File: src/rtl/pipelined_cla_adder.sv
// Two-stage pipelined carry-lookahead adder/subtractor with valid/ready flow control.
// Stage 1 captures bit and group generate/propagate; stage 2 resolves carries, sum and flags.
`timescale 1ns/1ps

module pipelined_cla_adder #(
   parameter int WIDTH = 16,
   parameter int GROUP = 4
) (
   input  logic             clk,
   input  logic             rst_n,
   input  logic             in_valid,
   output logic             in_ready,
   input  logic [WIDTH-1:0] in_a,
   input  logic [WIDTH-1:0] in_b,
   input  logic             in_sub,
   input  logic             in_cin,
   output logic             out_valid,
   input  logic             out_ready,
   output logic [WIDTH-1:0] out_sum,
   output logic             out_cout,
   output logic             out_ovf,
   output logic             out_zero
);

   localparam int NG = WIDTH / GROUP;

   if ((WIDTH % GROUP) != 0) begin : g_param_check
      $error("pipelined_cla_adder: WIDTH (%0d) must be a multiple of GROUP (%0d)", WIDTH, GROUP);
   end

   function automatic logic grp_gen(input logic [GROUP-1:0] g, input logic [GROUP-1:0] p);
      logic acc;
      logic term;
      acc = 1'b0;
      for (int i = 0; i < GROUP; i++) begin
         term = g[i];
         for (int j = i + 1; j < GROUP; j++) term = term & p[j];
         acc = acc | term;
      end
      return acc;
   endfunction

   // carry into each bit of a group, every term expanded from the group carry-in
   function automatic logic [GROUP-1:0] bit_carries(input logic [GROUP-1:0] g,
                                                    input logic [GROUP-1:0] p,
                                                    input logic             cin);
      logic [GROUP-1:0] c;
      logic             term;
      c = '0;
      for (int i = 0; i < GROUP; i++) begin
         term = cin;
         for (int j = 0; j < i; j++) term = term & p[j];
         c[i] = term;
         for (int j = 0; j < i; j++) begin
            term = g[j];
            for (int m = j + 1; m < i; m++) term = term & p[m];
            c[i] = c[i] | term;
         end
      end
      return c;
   endfunction

   function automatic logic [NG:0] grp_carries(input logic [NG-1:0] gg,
                                               input logic [NG-1:0] gp,
                                               input logic          c0);
      logic [NG:0] c;
      logic        term;
      c    = '0;
      c[0] = c0;
      for (int k = 1; k <= NG; k++) begin
         term = c0;
         for (int j = 0; j < k; j++) term = term & gp[j];
         c[k] = term;
         for (int j = 0; j < k; j++) begin
            term = gg[j];
            for (int m = j + 1; m < k; m++) term = term & gp[m];
            c[k] = c[k] | term;
         end
      end
      return c;
   endfunction

   logic             adv_p1;
   logic             adv_p2;
   logic             vld_p1;
   logic             vld_p2;

   logic [WIDTH-1:0] bop_p0;
   logic [WIDTH-1:0] gen_p0;
   logic [WIDTH-1:0] prop_p0;
   logic [NG-1:0]    ggen_p0;
   logic [NG-1:0]    gprop_p0;
   logic             c0_p0;

   logic [WIDTH-1:0] gen_p1;
   logic [WIDTH-1:0] prop_p1;
   logic [NG-1:0]    ggen_p1;
   logic [NG-1:0]    gprop_p1;
   logic             c0_p1;

   logic [NG:0]      gcarry_p1;
   logic [WIDTH-1:0] carry_p1;
   logic [WIDTH-1:0] sum_p1;

   logic [WIDTH-1:0] sum_p2;
   logic             cout_p2;
   logic             ovf_p2;
   logic             zero_p2;

   assign adv_p2   = !vld_p2 || out_ready;
   assign adv_p1   = !vld_p1 || adv_p2;
   assign in_ready = adv_p1;

   // ---- stage 0: operand conditioning and generate/propagate ----
   always_comb begin
      bop_p0   = in_sub ? ~in_b : in_b;
      c0_p0    = in_sub | in_cin;
      gen_p0   = in_a & bop_p0;
      prop_p0  = in_a | bop_p0;
      ggen_p0  = '0;
      gprop_p0 = '0;
      for (int k = 0; k < NG; k++) begin
         ggen_p0[k]  = grp_gen(gen_p0[k*GROUP +: GROUP], prop_p0[k*GROUP +: GROUP]);
         gprop_p0[k] = &prop_p0[k*GROUP +: GROUP];
      end
   end

   // ---- stage 1 registers ----
   always_ff @(posedge clk or negedge rst_n) begin
      if (!rst_n) begin
         vld_p1 <= 1'b0;
      end else if (adv_p1) begin
         vld_p1 <= in_valid;
      end
   end

   always_ff @(posedge clk) begin
      if (adv_p1 && in_valid) begin
         gen_p1   <= gen_p0;
         prop_p1  <= prop_p0;
         ggen_p1  <= ggen_p0;
         gprop_p1 <= gprop_p0;
         c0_p1    <= c0_p0;
      end
   end

   // ---- stage 1 -> 2: carry resolution; a^b' recovered as p & ~g ----
   always_comb begin
      gcarry_p1 = grp_carries(ggen_p1, gprop_p1, c0_p1);
      carry_p1  = '0;
      for (int k = 0; k < NG; k++) begin
         carry_p1[k*GROUP +: GROUP] = bit_carries(gen_p1[k*GROUP +: GROUP],
                                                  prop_p1[k*GROUP +: GROUP],
                                                  gcarry_p1[k]);
      end
      sum_p1 = (prop_p1 & ~gen_p1) ^ carry_p1;
   end

   // ---- stage 2 registers (result bus, cleared on reset) ----
   always_ff @(posedge clk or negedge rst_n) begin
      if (!rst_n) begin
         vld_p2  <= 1'b0;
         sum_p2  <= '0;
         cout_p2 <= 1'b0;
         ovf_p2  <= 1'b0;
         zero_p2 <= 1'b0;
      end else begin
         if (adv_p2) vld_p2 <= vld_p1;
         if (adv_p2 && vld_p1) begin
            sum_p2  <= sum_p1;
            cout_p2 <= gcarry_p1[NG];
            ovf_p2  <= carry_p1[WIDTH-1] ^ gcarry_p1[NG];
            zero_p2 <= ~|sum_p1;
         end
      end
   end

   assign out_valid = vld_p2;
   assign out_sum   = sum_p2;
   assign out_cout  = cout_p2;
   assign out_ovf   = ovf_p2;
   assign out_zero  = zero_p2;

endmodule

File: config.mk
export PLATFORM = sky130hd
export DESIGN_NAME = pipelined_cla_adder
export DESIGN_NICKNAME = d
export VERILOG_FILES = /design/src/rtl/pipelined_cla_adder.sv
export SDC_FILE = /design/constraint.sdc
export NUM_CORES = 1
export LEC_CHECK = 0
export ABC_AREA = 1
export CORE_UTILIZATION = 33
export CTS_BUF_LIST = sky130_fd_sc_hd__clkbuf_16
export CTS_CLUSTER_DIAMETER = 200
export CTS_CLUSTER_SIZE = 16
export DETAILED_ROUTE_END_ITERATION = 16
export PLACE_DENSITY_LB_ADDON = 0.1
export SKIP_LAST_GASP = 1
export SLEW_MARGIN = 15
export SYNTH_ARGS = -nofsm -noshare
export SYNTH_HDL_FRONTEND = slang
export SYNTH_SLANG_ARGS = --single-unit
File: constraint.sdc
create_clock -name clk -period 2.3 [get_ports clk]
set_input_delay 0.23 -clock clk [delete_from_list [all_inputs] [get_ports clk]]
set_output_delay 0.23 -clock clk [all_outputs]
set_load 0.005 [all_outputs]
After elaboration in Yosys (flattened, before gate mapping):

Index checks and enable logic that the tools add are counted.

* word-level logic and storage cells: 136
* bits in registers: 62
* output and inout bits: 21

* bitwise gates (word level): 112
* multiplexer cells: 1
* reductions and logical operators: 12

Operators with widths (number)
* AND 1 bit: 58
* bitwise OR 1 bit: 47
* AND 16 bit: 2
* NOT 16 bit: 2
* 2-to-1 mux 16 bit: 1
* bitwise OR 16 bit: 1
* AND reduction 4 bit: 4
* OR reduction 16 bit: 1
* bitwise XOR 16 bit: 1
* zero test 1 bit: 3
* logical AND 1 bit: 2
* logical OR 1 bit: 2
* bitwise XOR 1 bit: 1

Depth between registers and ports, before layout:

Gate-level depths: netlist of run 1.

* depth after elaboration: 15
* gate-level depth with buffers: 13
* mapped depth without buffers: 13

Worst setup path before layout of run 1:

No wires, ideal clock.

* path type: register to register
* start: register vld_p2 (netlist: out_valid)
* end: register c0_p1, enable pin
* data required time: 1904 ps
* cell stages (with the launch flop): 4
* arrival time: 1415 ps
* slack: 490 ps
* buffers on the path: 0
* cell sequence: dfrtp_1 nand3_1 nand2_1 inv_1

* cells in the longest elaborated chain, start to end: 4

RTL lines
* start: declaration: RTL line 86 `logic vld_p2;`
* start signal: assignment: RTL line 168 `if (adv_p2) vld_p2 <= vld_p1;`
* zero test 1 bit: RTL line 110 `assign adv_p2 = !vld_p2 || out_ready;`
* logical OR 1 bit: RTL line 110
* logical OR 1 bit: RTL line 111 `assign adv_p1 = !vld_p1 || adv_p2;`
* named net in_ready: RTL line 12 `output logic in_ready,`
* logical AND 1 bit: RTL line 138 `if (adv_p1 && in_valid) begin`
* end signal: assignment: RTL line 143 `c0_p1 <= c0_p0;`
* end: declaration: RTL line 99 `logic c0_p1;`

The timed path passes the listed nets, and every way through them passes these cells.
A chain may end at the register's enable or synchronous reset.

Final worst setup path of run 1:

* start: register c0_p1
* end: register zero_p2 (netlist: out_zero)

* cells in the longest elaborated chain, start to end: 15

RTL lines
* AND 1 bit (3 in series): RTL line 72 `for (int j = 0; j < k; j++) term = term & gp[j];`
* bitwise OR 1 bit (3 in series): RTL line 77 `c[k] = c[k] | term;`
* AND 1 bit (3 in series): RTL line 52 `for (int j = 0; j < i; j++) term = term & p[j];`
* bitwise OR 1 bit (3 in series): RTL line 57 `c[i] = c[i] | term;`
* bitwise XOR 16 bit *: RTL line 156 `sum_p1 = (prop_p1 & ~gen_p1) ^ carry_p1;`
* OR reduction 16 bit *: RTL line 173 `zero_p2 <= ~|sum_p1;`
* zero test 1 bit *: RTL line 173
* end signal: assignment: RTL line 173
* end: declaration: RTL line 108 `logic zero_p2;`

Every way passes the cells marked *; elsewhere a longest branch is shown, timed or not.

==> impl_metrics.toml, run 1 <==
[sta]
relSlewSlack_pct = 66.50
setup_tns_ns = 0
fin_worst_skew_ns = 0.004418
fin_crit_sh_pct = 70.25
tightest_slew_ns = 0.4994
layout_min_cycle_time_ns = 1.616
fmax_mhz = 618.9
rsz0062_at_grt = "false"
setup_viol = 0
final_hold_viol_count = 0
slew_viol_final = 0

[cells_and_area]
antenna_cells = 0
nets = 477
synthToLayoutAreaGrowth_pct = 32.20
final_layout_size_suffix_gt1_share_pct = 5.631
num-fill-cells = 901
fin_area_sq_um = 4172

[synth]
yosys_warnings = 0
yosys.area.top_type = "edfxtp_1"
synth_xor_area_share_pct = 4.441
synth_cell_type_count = 21
yosysSeqAreaShare_pct = 55.67
synthAdderAreaFrac_pct = 0
synth_top_area_share_pct = 39.02
async_reset_ff_share_pct = 33.87
ys_seq_elements = 62
synthesis.area_sq_um = 3156
synth_top_family_by_area = "simple AND/OR/NAND/NOR gates"
synth_edf_count = 41
yosysMostFrequentCell = "nand2_1"
synth.area.top_cells = "edfxtp_1 (39%), dfrtp_1 (17%), nand2_1 (12%)"
syn_area_per_cell_sq_um = 8.505
yosys.area_share.simple_pct = 26.53
netlist_instances = 371
synth-compound-area-share_pct = 5.036
synthMuxAreaShare_pct = 0
synth_commonest_cells = "nand2_1 (99), inv_1 (62), nor2_1 (43)"
synth_nets = 409
ys.flop_type = "edfxtp_1"

[placement]
place_area_sq_um = 3914
portBuffers = 58
hpwl_um = 4809
place.gp.congestion = 0.7659

[grt]
grt_pass1_vias = 2295
overflow = 0
track_usage_pct = 13.95
use_met2_pct = 21.17
grt.busiest_layer = "met2"
grt_pass1_wl_um = 10470
met1_usage_pct = 18.30
grt_max_degree = 42
antenna_found_initial = 0
grt_util_met3_pct = 3.830

[die]
dieHeight_um = 99.79
rows = 35
die_area_sq_um = 9957
core_sq_um = 9240
ios = 59
fp.dieW_um = 99.79
initial_utilization_pct = 34.15

[critical_path]
crit_chain = "nand4_1 -> nand4_1 -> nand3_1 -> nand3_1 -> nand2_1 -> nand3_1 -> nand2_1 -> nand3_1 -> nand2_1"
rrSetupSlack_ns = 0.68
critPathArrivalTime_ns = 1.88
worstReg2RegStart = "c0_p1$_DFFE_PP_"
r2r-end = "out_zero$_DFFE_PN0P_"
crit_top_cell = "nand3_1"
cp_max_fo = 7
cp_data_required_time_ns = 2.56
criticalPathCategory = "reg2reg"
setup.worst_path.end_class = "flop"
cpPeakStageDelay_ns = 0.51
crit_slowest_cell = "edfxtp_1"
crit_buf_inv = 0
crit_family = "simple AND/OR/NAND/NOR gates"
start_kind = "flop"
ff2ff_path_depth = 9

[power_and_ir_drop]
p_leak_nw = 1.906
powerDensity_nw_per_um2 = 826.4
max-vdd-ir-drop_v = 0.0003133

[clocking]
clockBufferDepth = 2
cts-htree-levels = 3
root_buffer = "clkbuf_16"
cts_resized = 0
cts_buffers = 9
numClockSinks = 62
insertion_delay_ns = 0.32
hold_buffers = 0
post_cts_buffers = 0
clk_pin_slew_ns = 0.05
cts_tree = "done"

[routing]
wl_per_cell_um = 10.79
num_vias = 2484
drc = 0
via_per_inst = 4.335
ant_nets = 0
drt_iter0_drc = 109
first_pass_iters = 4
wirelength_um = 6185

[outcome]
status = "finished, final reports clean"

[flow_run]
drv_cap = 0

[min_path]
hp-class = "in2async"
[per-layer routing]
metal,wire length [um],vias to the layer above,share of wire (%)
met5,0,-,0
met4,78,0,1.3
met3,304,9,4.9
met2,2714,60,44
met1,3087,1076,50
li1,-,1339,-
[kinds of logic (layout without fill, tap and decap cells)]
logic type / Yosys count / in the layout
buffers and inverters: 68 / 141
AOI/OAI and AO/OA: 29 / 29
xor gates and xnor gates: 16 / 16
DFF: 62 / 62
and+or+nand+nor: 196 / 196
[worst max-delay path by stage]
stage	from	to	slack [ns]	cells past startpoint
6_report	c0_p1$_DFFE_PP_	out_zero$_DFFE_PN0P_	0.68	9
5_1_grt	c0_p1$_DFFE_PP_	out_zero$_DFFE_PN0P_	0.46	11
4_1_cts	c0_p1$_DFFE_PP_	out_zero$_DFFE_PN0P_	0.66	10
3_5_place_dp	in_sub	ggen_p1[0]$_DFFE_PP_	0.35	8
3_3_place_gp	in_sub	ggen_p1[2]$_DFFE_PP_	0.41	10
2_1_floorplan	out_valid$_DFFE_PN0P_	c0_p1$_DFFE_PP_	0.49	3
[final cells by class]
| cell class | count | area, sq um | area share (%) |
|---|---|---|---|
| Tap cell | 129 | 161.4 | 3.869 |
| Clock inverter | 7 | 32.53 | 0.7798 |
| Multi-Input combinational cell | 241 | 1136 | 27.23 |
| Sequential cell | 62 | 1757 | 42.11 |
| Clock buffer | 9 | 225.2 | 5.399 |
| Inverter | 63 | 236.5 | 5.669 |
| Timing Repair Buffer | 62 | 623.1 | 14.94 |
[state kept, by name, indices dropped and copies added (netlist names)]
| register | count |
|---|---|
| out_cout | 1 |
| out_ovf | 1 |
| gprop_p1 | 4 |
| out_zero | 1 |
| out_valid | 1 |
| vld_p1 | 1 |
| out_sum | 16 |
| ggen_p1 | 4 |
| prop_p1 | 16 |
| c0_p1 | 1 |
| gen_p1 | 16 |
[report_power, final]
part / leakage [nW] / internal (mW) / total, mW / switching (mW)
Combinational: 1.13 / 0.409 / 0.786 / 0.378
Clock: 0.137 / 0.709 / 1.16 / 0.451
Sequential: 0.634 / 1.39 / 1.50 / 0.106
Total: 1.91 / 2.51 / 3.45 / 0.935
[through the flow]
| stage | instances | utilization [%] | setup WS (ns) | hold WS (ns) | power [mW] |
|---|---|---|---|---|---|
| after floorplan | 371 | - | 0.4899 | -0.06559 | 1.903 |
| after global placement | 557 | 42.36 | 0.4109 | 0.4659 | 2.310 |
| after detailed placement | 557 | 42.36 | 0.3508 | 0.4719 | 2.321 |
| after CTS | 573 | 45.15 | 0.6593 | 0.2748 | 3.495 |
| after global routing | 573 | 45.15 | 0.4639 | 0.2930 | 3.653 |
| final | 573 | 45.15 | 0.6842 | 0.2705 | 3.447 |
[layout by cell type (no fill, tap or decap), types with 5 or more instances in the layout]
| master | synthesis | routed |
|---|---|---|
| clkbuf_16 | 0 | 9 |
| a21oi_1 | 8 | 8 |
| inv_1 | 62 | 63 |
| nand2_1 | 99 | 99 |
| a31oi_1 | 7 | 7 |
| nor2_1 | 43 | 43 |
| clkinv_2 | 0 | 5 |
| xnor2_1 | 16 | 16 |
| o21ai_0 | 12 | 12 |
| clkdlybuf4s50_1 | 0 | 58 |
| dfrtp_1 | 21 | 21 |
| nand3_1 | 31 | 31 |
| nand4_1 | 15 | 15 |
| edfxtp_1 | 41 | 41 |
(Power assumes the default switching activity.)
==> run 2, diff against run 1 <==
clock period = 1.34 ns   (was 2.3 ns; I/O delays follow)
==> run 2 against run 1 <==
Against the previous run: the flow now finishes with violations (setup timing); design area increased by 22%; sequential share of layout area decreased by 7.6 points; die area unchanged; clock power increased by 91%; maximum frequency decreased by 1.8%; largest cell class unchanged.
==> impl_metrics.toml, run 2 (synthesis results as in run 1) <==
[routing]
num_vias = 2844
drc = 0
first_pass_iters = 4
wl_per_cell_um = 11.25
ant_nets = 0
via_per_inst = 4.375
drt_iter0_drc = 95
wirelength_um = 7312

[sta]
fmax_mhz = 607.8
final_hold_viol_count = 0
fin_crit_sh_pct = 122.8
relSlewSlack_pct = 81.99
setup_viol = 27
layout_min_cycle_time_ns = 1.645
setup_tns_ns = -1.948
worst_hold_slack_ns = 0.1552
fin_worst_skew_ns = 0.007881
fin_ws_ns = -0.3052
tightest_slew_ns = 0.2702
rsz0062_at_grt = "true"
slew_viol_final = 0

[clocking]
clockBufferDepth = 2
root_buffer = "clkbuf_16"
numClockSinks = 62
clk_pin_slew_ns = 0.06
cts-htree-levels = 3
hold_buffers = 0
cts_buffers = 9
insertion_delay_ns = 0.33
cts_tree = "done"

[power_and_ir_drop]
powerDensity_nw_per_um2 = 1308
pwr-share-seq_pct = 38.5
p_leak_nw = 2.487
max-vdd-ir-drop_v = 0.0006284
power_mw = 6.658
internal_power_mw = 4.874
p_sw_mw = 1.784
power_frac_clock_pct = 33.4
combPwrFrac_pct = 28.1
p_sw_share_pct = 26.79

[outcome]
violations = "setup timing"
status = "finished with violations"

[critical_path]
criticalPathCategory = "reg2reg"
cp_max_fo = 4
crit_buf_inv = 3
crit_top_cell = "buf_4"
cp_data_required_time_ns = 1.61
cpPeakStageDelay_ns = 0.41
crit_chain = "buf_4 -> nand4_1 -> nand4_1 -> buf_4 -> buf_4 -> a21o_1 -> nor2_2 -> nand2_1 -> nand3_1"
rrSetupSlack_ns = -0.31
worstReg2RegStart = "c0_p1$_DFFE_PP_"
critPathCapture = "out_ovf$_DFFE_PN0P_"
cp.depth = 9
r2r-end = "out_ovf$_DFFE_PN0P_"
start_kind = "flop"
worstSetupStartpoint = "c0_p1$_DFFE_PP_"
setup.worst_path.end_class = "flop"
critPathArrivalTime_ns = 1.91
ff2ff_path_depth = 9
crit_slowest_cell = "edfxtp_1"
crit_family = "simple AND/OR/NAND/NOR gates"

[placement]
pre_cts_ws_ns = -0.4546
portBuffers = 58
place_area_sq_um = 4438
place.gp.congestion = 0.7846
dpl.cell_count = 618
hpwl_um = 5329

[cells_and_area]
final_layout_size_suffix_gt1_share_pct = 24.57
finish.utilization_pct = 55.10
synthToLayoutAreaGrowth_pct = 61.34
mostFrequentLayoutCells = "nand2_1 (92), buf_4 (69), inv_1 (62)"
fin_area_sq_um = 5091
layout_commonest_cell = "nand2_1"
antenna_cells = 0
nets = 554
stdcell_count = 650

[die]
initial_utilization_pct = 34.15
die_area_sq_um = 9957
rows = 35
core_sq_um = 9240
dieHeight_um = 99.79
ios = 59
fp.dieW_um = 99.79

[min_path]
hp-class = "in2async"

[grt]
grt_pass1_vias = 2594
track_usage_pct = 15.38
grt_pass1_wl_um = 11590
overflow = 0
antenna_found_initial = 0
grt_max_degree = 22

[flow_run]
drv_cap = 0
[run 2: changes by cell type in the layout (fill, tap and decap cells not counted), sizes merged, moves of 3 or more]
cell | previous run | this run
clkbuf | 9 | 12
dlymetal6s2s | 0 | 10
buf | 4 | 77
clkdlybuf4s50 | 58 | 42
dlygate4sd2 | 0 | 5
[run 2: repair_timing]
action / in CTS / in global routing
endpoints found under the setup margin: 21 / 65
cloned: 1 / 4
pin swaps: 2 / 6
buffers inserted: 4 / 7
resized for setup: 10 / 36
[run 2: area by class of cell]
cell class | count | area (sq um)
Tap cell | 129 | 161.4
Clock inverter | 7 | 56.30
Multi-Input combinational cell | 241 | 1276
Timing Repair Buffer | 139 | 1375
Clock buffer | 9 | 225.2
Inverter | 63 | 240.2
Fill cell | 841 | 4149
Sequential cell | 62 | 1757
[run 2: worst min path at each step]
stage,startpoint,to,slack (ns),cells past startpoint
floorplan,rst_n,out_cout$_DFFE_PN0P_,-0.16,0
global placement,out_zero$_DFFE_PN0P_,out_zero$_DFFE_PN0P_,0.47,2
detailed placement,out_sum[13]$_DFFE_PN0P_,out_sum[13]$_DFFE_PN0P_,0.47,2
CTS,rst_n,out_valid$_DFFE_PN0P_,0.16,2
global route,rst_n,out_valid$_DFFE_PN0P_,0.19,2
finish,rst_n,out_valid$_DFFE_PN0P_,0.16,2
[run 2: per-layer routing]
metal	routed length, um	global-route usage (%)
met1	3326	18.79
met2	3516	24.99
met3	303	4.178
met4	166	7.919
met5	0	0
[run 2: power groups by stage]
| stage | Combinational [mW] | Sequential [mW] | Clock (mW) |
|---|---|---|---|
| detailed placement | 1.71 | 2.61 | 0 |
| global placement | 1.68 | 2.61 | 0 |
| global route | 2.07 | 2.61 | 2.35 |
| floorplan | 0.676 | 2.60 | 0 |
| finish | 1.87 | 2.57 | 2.22 |
| CTS | 1.74 | 2.57 | 2.27 |
==> run 3, diff against run 2 <==
GPL_TIMING_DRIVEN = 0   (was default)
==> run 3 against run 2 <==
Against the previous run: the flow still finishes with violations (setup timing); register-to-register slack improved by 0.07 ns; worst setup slack improved by 0.068 ns; via count fell by 7.5%; design area fell by 9.7%; critical path depth rose by 3; flip-flop and latch count did not move; combinational power fell by 11%; cell count fell by 6.9%; clock-buffer cell count rose by 1; total power fell by 4.6%; critical path type unchanged; critical endpoint is now out_zero$_DFFE_PN0P_; largest power group unchanged.
==> impl_metrics.toml, run 3 (synthesis results as in run 1) <==
[outcome]
status = "finished with violations"
violations = "setup timing"

[cells_and_area]
layout_commonest_cell = "nand2_1"
final_layout_size_suffix_gt1_share_pct = 18.91
antenna_cells = 0
fin_area_sq_um = 4597
mostFrequentLayoutCells = "nand2_1 (87), inv_1 (63), clkdlybuf4s50_1 (42)"
nets = 509
synthToLayoutAreaGrowth_pct = 45.68

[grt]
antenna_found_initial = 0
grt_pass1_vias = 2442
grt_util_met3_pct = 3.969
met1_usage_pct = 19.61
use_met2_pct = 23.87
grt.busiest_layer = "met2"
grt_max_degree = 22
grt_pass1_wl_um = 11340
track_usage_pct = 15.06
overflow = 0

[flow_run]
drv_cap = 0

[die]
core_sq_um = 9240
fp.dieW_um = 99.79
die_area_sq_um = 9957
dieHeight_um = 99.79
ios = 59
rows = 35
initial_utilization_pct = 34.15

[critical_path]
setup.worst_path.end_class = "flop"
start_kind = "flop"
cp_data_required_time_ns = 1.60
crit_family = "simple AND/OR/NAND/NOR gates"
cp_max_fo = 2
criticalPathCategory = "reg2reg"
crit_chain = "buf_4 -> nand2_2 -> nand3_1 -> nand2_1 -> nand3_2 -> nor2_2 -> nand2_1 -> nor2_2 -> nand2_1 -> nor2_2 -> nand3_1 -> nand2_1"
crit_buf_inv = 1
crit_slowest_cell = "edfxtp_1"
crit_top_cell = "nand2_1"
cpPeakStageDelay_ns = 0.41
critPathArrivalTime_ns = 1.84

[placement]
place.gp.congestion = 0.7512
portBuffers = 57
place_area_sq_um = 3904
pre_cts_ws_ns = -0.7179
hpwl_um = 4943

[power_and_ir_drop]
pwr-share-seq_pct = 40.5
p_sw_mw = 1.765
max-vdd-ir-drop_v = 0.0006508
combPwrFrac_pct = 26.1
power_frac_clock_pct = 33.4
powerDensity_nw_per_um2 = 1382
p_sw_share_pct = 27.77
internal_power_mw = 4.590
p_leak_nw = 2.160

[clocking]
clk_pin_slew_ns = 0.05
numClockSinks = 62
insertion_delay_ns = 0.33
cts_tree = "done"
clockBufferDepth = 2
cts-htree-levels = 3
hold_buffers = 0
cts_buffers = 9
root_buffer = "clkbuf_16"

[sta]
layout_min_cycle_time_ns = 1.577
fin_ws_ns = -0.2367
worst_hold_slack_ns = 0.2658
setup_viol = 7
final_hold_viol_count = 0
relSlewSlack_pct = 38.07
slew_viol_final = 0
tightest_slew_ns = 0.9260
fmax_mhz = 634.2
fin_crit_sh_pct = 117.7
rsz0062_at_grt = "true"
setup_tns_ns = -1.218
fin_worst_skew_ns = 0.007147

[routing]
wirelength_um = 7088
ant_nets = 0
first_pass_iters = 4
wl_per_cell_um = 11.72
num_vias = 2631
via_per_inst = 4.349
drc = 0
drt_iter0_drc = 99

[min_path]
hp-class = "in2reg"
run 3: cell types whose count changed in the layout (fill, tap and decap cells not counted), moves of 5 or more:
cell,delta
nand2_1,-5
buf_4,-42
buf_12,-5
xnor2_2,-5
xnor2_1,+6
o21ai_0,-5
clkinvlp_4,+5
run 3: final cells by class:
cell class,count,area (sq um)
repair inverters,4,30.03
repair buffers,85,815.8
well taps,129,161.4
clock inverters,6,27.53
flip-flops and latches,62,1757
inverters,63,244.0
fillers,913,4643
clock buffers,10,250.2
plain buffers,5,32.53
multi-input cells,241,1279
run 3: final timing paths:
path,slack [ns],from,end,cells after the start
max,-0.24,c0_p1$_DFFE_PP_,out_zero$_DFFE_PN0P_,12
min,0.27,in_b[1],gen_p1[1]$_DFFE_PP_,5
max reg2reg,-0.24,c0_p1$_DFFE_PP_,out_zero$_DFFE_PN0P_,12
min reg2reg,0.48,out_sum[7]$_DFFE_PN0P_,out_sum[7]$_DFFE_PN0P_,2
max in group asynchronous,0.44,rst_n,out_cout$_DFFE_PN0P_,1
min in group asynchronous,0.33,rst_n,out_sum[1]$_DFFE_PN0P_,1
run 3: power groups by stage:
stage,registers (mW),logic (mW),clock network (mW)
3_5_place_dp,2.62,1.37,0
6_report,2.57,1.66,2.12
2_1_floorplan,2.60,0.676,0
4_1_cts,2.58,1.43,2.17
5_1_grt,2.61,1.85,2.26
3_3_place_gp,2.62,1.34,0
run 3: worst reg2reg max path, stage by stage (launching register included):
cell and delay, ns:
edfxtp_1 0.41, buf_4 0.16, nand2_2 0.08, nand3_1 0.08
nand2_1 0.14, nand3_2 0.11, nor2_2 0.11, nand2_1 0.06
nor2_2 0.07, nand2_1 0.06, nor2_2 0.10, nand3_1 0.08
nand2_1 0.07
run 3: stage by stage:
| stage | power (mW) | std cells | util [%] |
|---|---|---|---|
| detailed placement | 3.994 | 557 | 42.25 |
| floorplan | 3.272 | 371 | - |
| CTS | 6.186 | 585 | 46.59 |
| global placement | 3.965 | 557 | 42.25 |
| global route | 6.723 | 605 | 49.75 |
| finish | 6.355 | 605 | 49.75 |
run 3: per-layer routing:
layer | up-vias | wire length, um
met2 | 57 | 3339
met1 | 1168 | 3408
li1 | 1401 | -
met4 | 0 | 73
met3 | 5 | 267
met5 | - | 0
run 3: timing repair:
| item | 4_1_cts | 5_1_grt |
|---|---|---|
| buffers inserted | 8 | 20 |
| pin swaps | 8 | 19 |
| gates cloned | 4 | 0 |
| setup endpoints to repair | 62 | 65 |
| resized for setup | 23 | 43 |
